===== config.mk =====
export PLATFORM = sky130hd
export DESIGN_NAME = pad_input_debouncer
export DESIGN_NICKNAME = d
export VERILOG_FILES = /design/src/rtl/pad_input_pkg.sv /design/src/rtl/pad_input_filter_ch.sv /design/src/rtl/pad_input_debouncer.sv
export SDC_FILE = /design/constraint.sdc
export NUM_CORES = 1
export LEC_CHECK = 0
export ABC_CLOCK_PERIOD_IN_PS = 3600
export CAP_MARGIN = 20
export CORE_ASPECT_RATIO = 1.2
export CORE_MARGIN = 3
export CORE_UTILIZATION = 45
export CTS_CLUSTER_DIAMETER = 200
export DETAILED_ROUTE_END_ITERATION = 10
export HOLD_SLACK_MARGIN = 0.08
export SYNTH_ARGS = -nofsm -noshare
export SYNTH_HDL_FRONTEND = slang
export SYNTH_HIERARCHICAL = 1
export SYNTH_SLANG_ARGS = --single-unit

===== constraint.sdc =====
create_clock -name clk_i -period 3.6 [get_ports clk_i]
set_input_delay 0.54 -clock clk_i [delete_from_list [all_inputs] [get_ports clk_i]]
set_output_delay 0.54 -clock clk_i [all_outputs]
set_load 0.005 [all_outputs]

===== src/rtl/pad_input_pkg.sv =====
// Shared types and limits for the input pad conditioning block.
// Debounce FSM encoding and synchroniser depth bounds.
package pad_input_pkg;

    typedef enum logic {
        DB_STABLE,
        DB_CHECK
    } db_state_e;

    localparam int SYNC_STAGES_MIN = 2;
    localparam int SYNC_STAGES_MAX = 4;

endpackage


===== src/rtl/pad_input_filter_ch.sv =====
// One pad channel: synchroniser, debounce FSM with saturating counter, edge pulses.
// Latency SYNC_STAGES + max(threshold,1) pad->value_o; pulses one cycle later; no backpressure.
// rise_evt_o/fall_evt_o flag the cycle in which rise_o/fall_o are being loaded.
module pad_input_filter_ch
    import pad_input_pkg::*;
#(
    parameter int   SYNC_STAGES = 2,
    parameter int   CNT_W       = 16,
    parameter logic RESET_VAL   = 1'b0
) (
    input  logic             clk_i,
    input  logic             rst_i,
    input  logic             pad_val_i,
    input  logic             filter_en_i,
    input  logic [CNT_W-1:0] debounce_cycles_i,
    output logic             value_o,
    output logic             rise_o,
    output logic             fall_o,
    output logic             rise_evt_o,
    output logic             fall_evt_o
);

    logic [SYNC_STAGES-1:0] sync_q;
    logic                   s;
    db_state_e              state_q, state_d;
    logic [CNT_W-1:0]       cnt_q, cnt_d;
    logic                   value_q, value_d;
    logic                   prev_q;
    logic [CNT_W:0]         cnt_inc;

    always_ff @(posedge clk_i) begin
        if (rst_i) begin
            sync_q <= {SYNC_STAGES{RESET_VAL}};
        end else begin
            sync_q <= {sync_q[SYNC_STAGES-2:0], pad_val_i};
        end
    end

    assign s = sync_q[SYNC_STAGES-1];

    always_ff @(posedge clk_i) begin
        if (rst_i) begin
            state_q <= DB_STABLE;
            cnt_q   <= '0;
            value_q <= RESET_VAL;
        end else begin
            state_q <= state_d;
            cnt_q   <= cnt_d;
            value_q <= value_d;
        end
    end

    // One extra bit so the threshold compare cannot overflow at all-ones.
    assign cnt_inc = {1'b0, cnt_q} + {{CNT_W{1'b0}}, 1'b1};

    always_comb begin
        state_d = state_q;
        cnt_d   = cnt_q;
        value_d = value_q;
        if (!filter_en_i) begin
            state_d = DB_STABLE;
            cnt_d   = '0;
            value_d = s;
        end else begin
            case (state_q)
                DB_STABLE: begin
                    cnt_d = '0;
                    if (s != value_q) begin
                        if (debounce_cycles_i <= CNT_W'(1)) begin
                            value_d = s;
                        end else begin
                            state_d = DB_CHECK;
                            cnt_d   = CNT_W'(1);
                        end
                    end
                end
                DB_CHECK: begin
                    if (s == value_q) begin
                        state_d = DB_STABLE;
                        cnt_d   = '0;
                    end else if (cnt_inc >= {1'b0, debounce_cycles_i}) begin
                        state_d = DB_STABLE;
                        cnt_d   = '0;
                        value_d = s;
                    end else if (!(&cnt_q)) begin
                        cnt_d = cnt_inc[CNT_W-1:0];
                    end
                end
                default: begin
                    state_d = DB_STABLE;
                    cnt_d   = '0;
                end
            endcase
        end
    end

    // prev_q resets with value_q, so a reset never looks like a transition.
    assign rise_evt_o = value_q & ~prev_q;
    assign fall_evt_o = ~value_q & prev_q;

    always_ff @(posedge clk_i) begin
        if (rst_i) begin
            prev_q <= RESET_VAL;
            rise_o <= 1'b0;
            fall_o <= 1'b0;
        end else begin
            prev_q <= value_q;
            rise_o <= rise_evt_o;
            fall_o <= fall_evt_o;
        end
    end

    assign value_o = value_q;

endmodule


===== src/rtl/pad_input_debouncer.sv =====
// Per-pad sync + debounce with edge pulses, sticky event flags and a level interrupt.
// Latency SYNC_STAGES + max(threshold,1) to value_o; pending with the pulse; irq_o one cycle later.
// No backpressure; pending flags hold until written 1 on clear_i.
module pad_input_debouncer
    import pad_input_pkg::*;
#(
    parameter int                  NUM_PADS    = 4,
    parameter int                  SYNC_STAGES = 2,
    parameter int                  CNT_W       = 16,
    parameter logic [NUM_PADS-1:0] RESET_VAL   = '0
) (
    input  logic                clk_i,
    input  logic                rst_i,
    input  logic [NUM_PADS-1:0] pad_val_i,
    input  logic [NUM_PADS-1:0] filter_en_i,
    input  logic [CNT_W-1:0]    debounce_cycles_i,
    input  logic [NUM_PADS-1:0] rise_irq_en_i,
    input  logic [NUM_PADS-1:0] fall_irq_en_i,
    input  logic [NUM_PADS-1:0] clear_i,
    output logic [NUM_PADS-1:0] value_o,
    output logic [NUM_PADS-1:0] rise_o,
    output logic [NUM_PADS-1:0] fall_o,
    output logic [NUM_PADS-1:0] pending_o,
    output logic                irq_o
);

    if (SYNC_STAGES < SYNC_STAGES_MIN || SYNC_STAGES > SYNC_STAGES_MAX) begin : g_sync_range_err
        $error("pad_input_debouncer: SYNC_STAGES out of range 2..4");
    end

    logic [NUM_PADS-1:0] rise_evt;
    logic [NUM_PADS-1:0] fall_evt;
    logic [NUM_PADS-1:0] pending_q;
    logic                irq_q;

    for (genvar i = 0; i < NUM_PADS; i++) begin : g_ch
        pad_input_filter_ch #(
            .SYNC_STAGES (SYNC_STAGES),
            .CNT_W       (CNT_W),
            .RESET_VAL   (RESET_VAL[i])
        ) u_ch (
            .clk_i             (clk_i),
            .rst_i             (rst_i),
            .pad_val_i         (pad_val_i[i]),
            .filter_en_i       (filter_en_i[i]),
            .debounce_cycles_i (debounce_cycles_i),
            .value_o           (value_o[i]),
            .rise_o            (rise_o[i]),
            .fall_o            (fall_o[i]),
            .rise_evt_o        (rise_evt[i]),
            .fall_evt_o        (fall_evt[i])
        );
    end

    // Flags latch on the same edge that raises the pulse; a new event beats a clear.
    always_ff @(posedge clk_i) begin
        if (rst_i) begin
            pending_q <= '0;
            irq_q     <= 1'b0;
        end else begin
            pending_q <= (pending_q & ~clear_i)
                       | (rise_evt & rise_irq_en_i)
                       | (fall_evt & fall_irq_en_i);
            irq_q     <= |pending_q;
        end
    end

    assign pending_o = pending_q;
    assign irq_o     = irq_q;

endmodule


Yosys cells after proc, flatten, opt, wreduce, memory -nomap -nowiden
Index checks and enable logic that the tools add are counted.
Widths: inputs -> output; s select.
Storage, ports and cells
  input port bits: 38
  register bits: 97
  word-level logic and storage cells: 172
Cells by class
  eq/ne operators: 28
  reductions and logical operators: 13
  bitwise gates (word level): 30
  add/subtract/negate cells: 4
  $lt $le $gt $ge: 5
  mux-type cells: 62
Operators by type and width (number)
  $mux 16: 16
  $pmux 16 s2: 4
  $add 16x1->17 const B: 4
  $ge 17x16->1: 4
  $reduce_and 16->1: 4
  $mux 1: 34
  $ne 3x3->1 const B: 11
  $le 16x1->1 const B: 1
  $ne 4x4->1 const B: 4
  $not 1->1: 16
  $pmux 1 s2: 8
  $reduce_and 4->1: 4
  $ne 3x2->1 const B: 5
  $and 4x4->4: 3
  $and 1x1->1: 8
  $or 4x4->4: 2
  $reduce_or 2->1: 4
  $eq 1x1->1: 4
  $ne 1x1->1: 4
  $not 4->4: 1
  $reduce_or 4->1: 1

Logic depth before layout (Yosys ltp)
  word-level depth: 6
  mapped depth: 12

Hierarchy
Netlist, hierarchy kept.
By module, submodules not included
  pad_input_filter_ch: area each 1463.9 um^2, cells an instance 178, times used 4
  pad_input_debouncer: area each 185.2 um^2, cells an instance 19, times used 1

Worst setup path before layout
OpenSTA, ideal clock, no wires.
  path kind: register to register
  start: register g_ch[0].u_ch.cnt_q[0]
  end: register g_ch[0].u_ch.cnt_q[10]
  data required time: 3.536 ns
  path buffers: 1
  library setup time: 0.064 ns
  cell stages (with the launch flop): 13
  clock period less this slack: 3.052 ns
  setup slack: 0.548 ns
  data arrival time: 2.988 ns
  cell sequence: dfxtp_1 ha_1 nand3_1 nor3_1 nand3_1 xnor2_1 ha_1 nand3_1 nand4b_1 or4_4 or3_4 buf_6 nor2_1
On the way
  longest elaborated chain between the ends: 5
  elaborated cells between the ends (all ways): 8
  classes of those cells: 1 x add/sub; 1 x order compare; 1 x eq/ne; 4 x mux; 1 x reduce/logical
RTL lines
  start, declared: RTL line pad_input_filter_ch.sv:26  | logic [CNT_W-1:0] cnt_q, cnt_d;
  start signal, assigned: RTL line pad_input_filter_ch.sv:48  | cnt_q <= cnt_d;
  $add 16x1->17: RTL line pad_input_filter_ch.sv:54  | assign cnt_inc = {1'b0, cnt_q} + {{CNT_W{1'b0}}, 1'b1};
  $ge 17x16->1 / $mux 16 (equally long branches): RTL line pad_input_filter_ch.sv:81, pad_input_filter_ch.sv:85
  $mux 16: RTL line pad_input_filter_ch.sv:81  | end else if (cnt_inc >= {1'b0, debounce_cycles_i}) begin
  $mux 16: RTL line pad_input_filter_ch.sv:78  | if (s == value_q) begin
  $pmux 16 s2: RTL line pad_input_filter_ch.sv:65  | case (state_q)
Parallel ways exist; a longest one is shown, timed or not. The select of a mux whose other input is x is not followed.
A chain may end at the register's enable or synchronous reset.

Worst setup path in the final report
  start: register g_ch[0].u_ch.cnt_q[0]
  end: register g_ch[0].u_ch.cnt_q[13]
Same word-level chain as after synthesis.

==> metrics.yaml <==
row_count: 45
routed_wl_um: 14630
met2_length_um: 6961
wl_per_cell_um: 15.09
die_x_um: 111.8
start_util_pct: 46.85
grt-ovfl-total: 0
postSynthCellCount: 731
firstDrtPassIters: 5
synth_seq_cells: 97
cap_violations: 0
ir_worst_vdd_v: 0.0002877
relSlewSlack_pct: 54.53
drive_gt1_share_pct: 8.561
reg2regPathDepth: 11
grt_max_degree: 19
die_h_um: 132.9
synth.avg_cell_area_um2: 8.264
final-setup-viol-count: 0
hp-class: "reg2reg"
postCtsSetupBuffers: 0
fin_crit_ps: 3357
yosysSeqAreaShare_pct: 32.15
drtAntennaViolNets: 0
post-dp-hpwl_um: 10960
ios: 55
htree_levels: 3
drc: 0
dr_wl_met3_um: 763
ys_types: 34
setup.worst_path.start_class: "flop"
grt_pass1_wl_um: 23890
whs_path_depth: 1
ctsHoldBuffers: 0
synth_area_leaders: "dfxtp_1 32%, ha_1 14%, nor2_1 6.5%, xnor2_1 5.8%, inv_1 4.7%"
status: "finished clean"
vias: 5190
regToRegSetupSlack_ps: 240
fin_nets: 907
min_period_over_period_pct: 93.24
clk_path_buf_depth: 2
setup_slack_ps: 243.3
fin_skew_ps: 9.058
power.density_nw_per_um2: 319.3
syn-num-nets: 837
synth_ff_type: "dfxtp_1"
r2r_start: "g_ch[0].u_ch/cnt_q[0]"
endpoint_kind: "flop"
finalHoldViolCount: 0
synth.cell_area_um2: 6041
gp_routability_congestion: 0.8316
criticalPathCategory: "reg2reg"
wl_met1_um: 6519
yosysMostFrequentCell: "nor2_1"
synth_edf_count: 0
cts.sinks: 97
track_usage_pct: 20.16
cts_buffers: 9
leakagePower_nw: 3.122
synth.top_cell.area_share_pct: 32.15
path_max_fanout: 15
antenna_cells: 0
coreArea_um2: 12890
rsz0062_at_grt: "no"
synth_common_cells: "105 x nor2_1, 97 x dfxtp_1, 76 x inv_1, 68 x ha_1, 52 x nand2_1"
required_ps: 3900
drtIter0Drc: 229
fin_setup_tns_ps: 0
worst_hold_slack_ps: 438.2
grt_pass1_vias: 5117
clk_pin_slew_ps: 70
die_area_um2: 14860
io_buffers: 54
fillers: 1231
antenna_found_initial: 0
place_ws_ps: 76.86
root_buffer: "clkbuf_16"
crit_end: "g_ch[0].u_ch/cnt_q[13]"
fmax_mhz: 297.9
synth_largest_area_cell: "dfxtp_1"
top_layer: "met4"
drv_slew: 0
ys.warnings.count: 6
startpoint: "g_ch[0].u_ch/cnt_q[0]"
tightest_slew_ps: 680.0
cp.arrival_ps: 3660
async_reset_ff_share_pct: 0
areaGrowthSynthToFinish_pct: 18.23
p_total_mw: 2.281
cts_tree: "yes"
vias_per_cell: 5.351
r2r-end: "g_ch[0].u_ch/cnt_q[13]"
clk_latency_ps: 360
where the power goes:
part / total, mW / internal, mW / switching, mW
registers: 1.09 / 1.08 / 0.00774
logic: 0.193 / 0.0946 / 0.0985
clock network: 0.996 / 0.559 / 0.437
total: 2.28 / 1.74 / 0.544
registers in the layout, indices dropped and copies added (netlist names):
signal / count
g_ch.u_ch/prev_q: 4
pending_o: 4
irq_o: 1
g_ch.u_ch/state_q: 4
g_ch.u_ch/fall_o: 4
g_ch.u_ch/cnt_q: 64
g_ch.u_ch/rise_o: 4
g_ch.u_ch/value_o: 4
g_ch.u_ch/sync_q: 8
repair_timing:
item / CTS / global route
setup endpoints to repair: 0 / 51
endpoints found under the hold margin: 0 / 0
gates resized for setup: 0 / 5
how the worst min path moves through the flow:
stage | from | slack [ps] | end
finish | g_ch[3].u_ch/sync_q[0] | 440 | g_ch[3].u_ch/sync_q[1]
global route | g_ch[2].u_ch/prev_q | 460 | g_ch[2].u_ch/rise_o
CTS | g_ch[2].u_ch/prev_q | 440 | g_ch[2].u_ch/rise_o
detailed placement | g_ch[3].u_ch/sync_q[0] | 430 | g_ch[3].u_ch/sync_q[1]
global placement | g_ch[2].u_ch/prev_q | 410 | g_ch[2].u_ch/rise_o
floorplan | g_ch[0].u_ch/prev_q | 410 | g_ch[0].u_ch/rise_o
cell families (layout without fill, tap and decap cells):
kind of cell,Yosys count,after routing,synth area share [%]
AOI/OAI and AO/OA,88,88,10.27
xor gates and xnor gates,60,60,8.699
adders and majority gates,68,68,14.08
buffers and inverters,88,163,6.462
DFF,97,97,32.15
muxes,4,4,0.6628
and+or+nand+nor,326,326,27.67
layer usage:
layer  vias to the layer above  GRT usage, %
met5                         -             0
met4                         0         9.669
met3                        28         3.980
met2                       124         34.47
met1                      2403         24.11
li1                       2635             -
placed cells by master (no fill, tap or decap), types with 20 or more instances in the layout:
cell,n
nor2_1,105
dfxtp_1,97
inv_1,76
ha_1,68
clkdlybuf4s50_1,54
nand2_1,52
nand3_1,44
xnor2_1,40
nor2b_1,36
a21oi_1,32
xor2_1,20
cell type report:
class	instances	area (um^2)	area share, %
clock buffers	10	239.0	3.346
clock inverters	6	67.56	0.9460
flip-flops and latches	97	1942	27.19
multi-input cells	546	3735	52.29
inverters	76	285.3	3.994
repair buffers	71	668.1	9.355
well taps	164	205.2	2.873
per-stage QoR:
step / std cells / instance area [um^2] / util, %
final: 970 / 7142 / 55.39
after global placement: 954 / 6809 / 52.81
after CTS: 970 / 7116 / 55.19
after global routing: 970 / 7142 / 55.39
after floorplan: 731 / 6041 / -
after detailed placement: 954 / 6809 / 52.81
critical path: stages, from the launching register on:
cell and delay, ps:
dfxtp_1 390, ha_1 200, nand3_1 190, nor3_2 370, and3_1 220, xor2_1 230
ha_1 290, nand2_1 100, nor3_1 50, or4_4 510, or3_4 480, o21ba_2 260
Power figures use the tool's default switching activity.
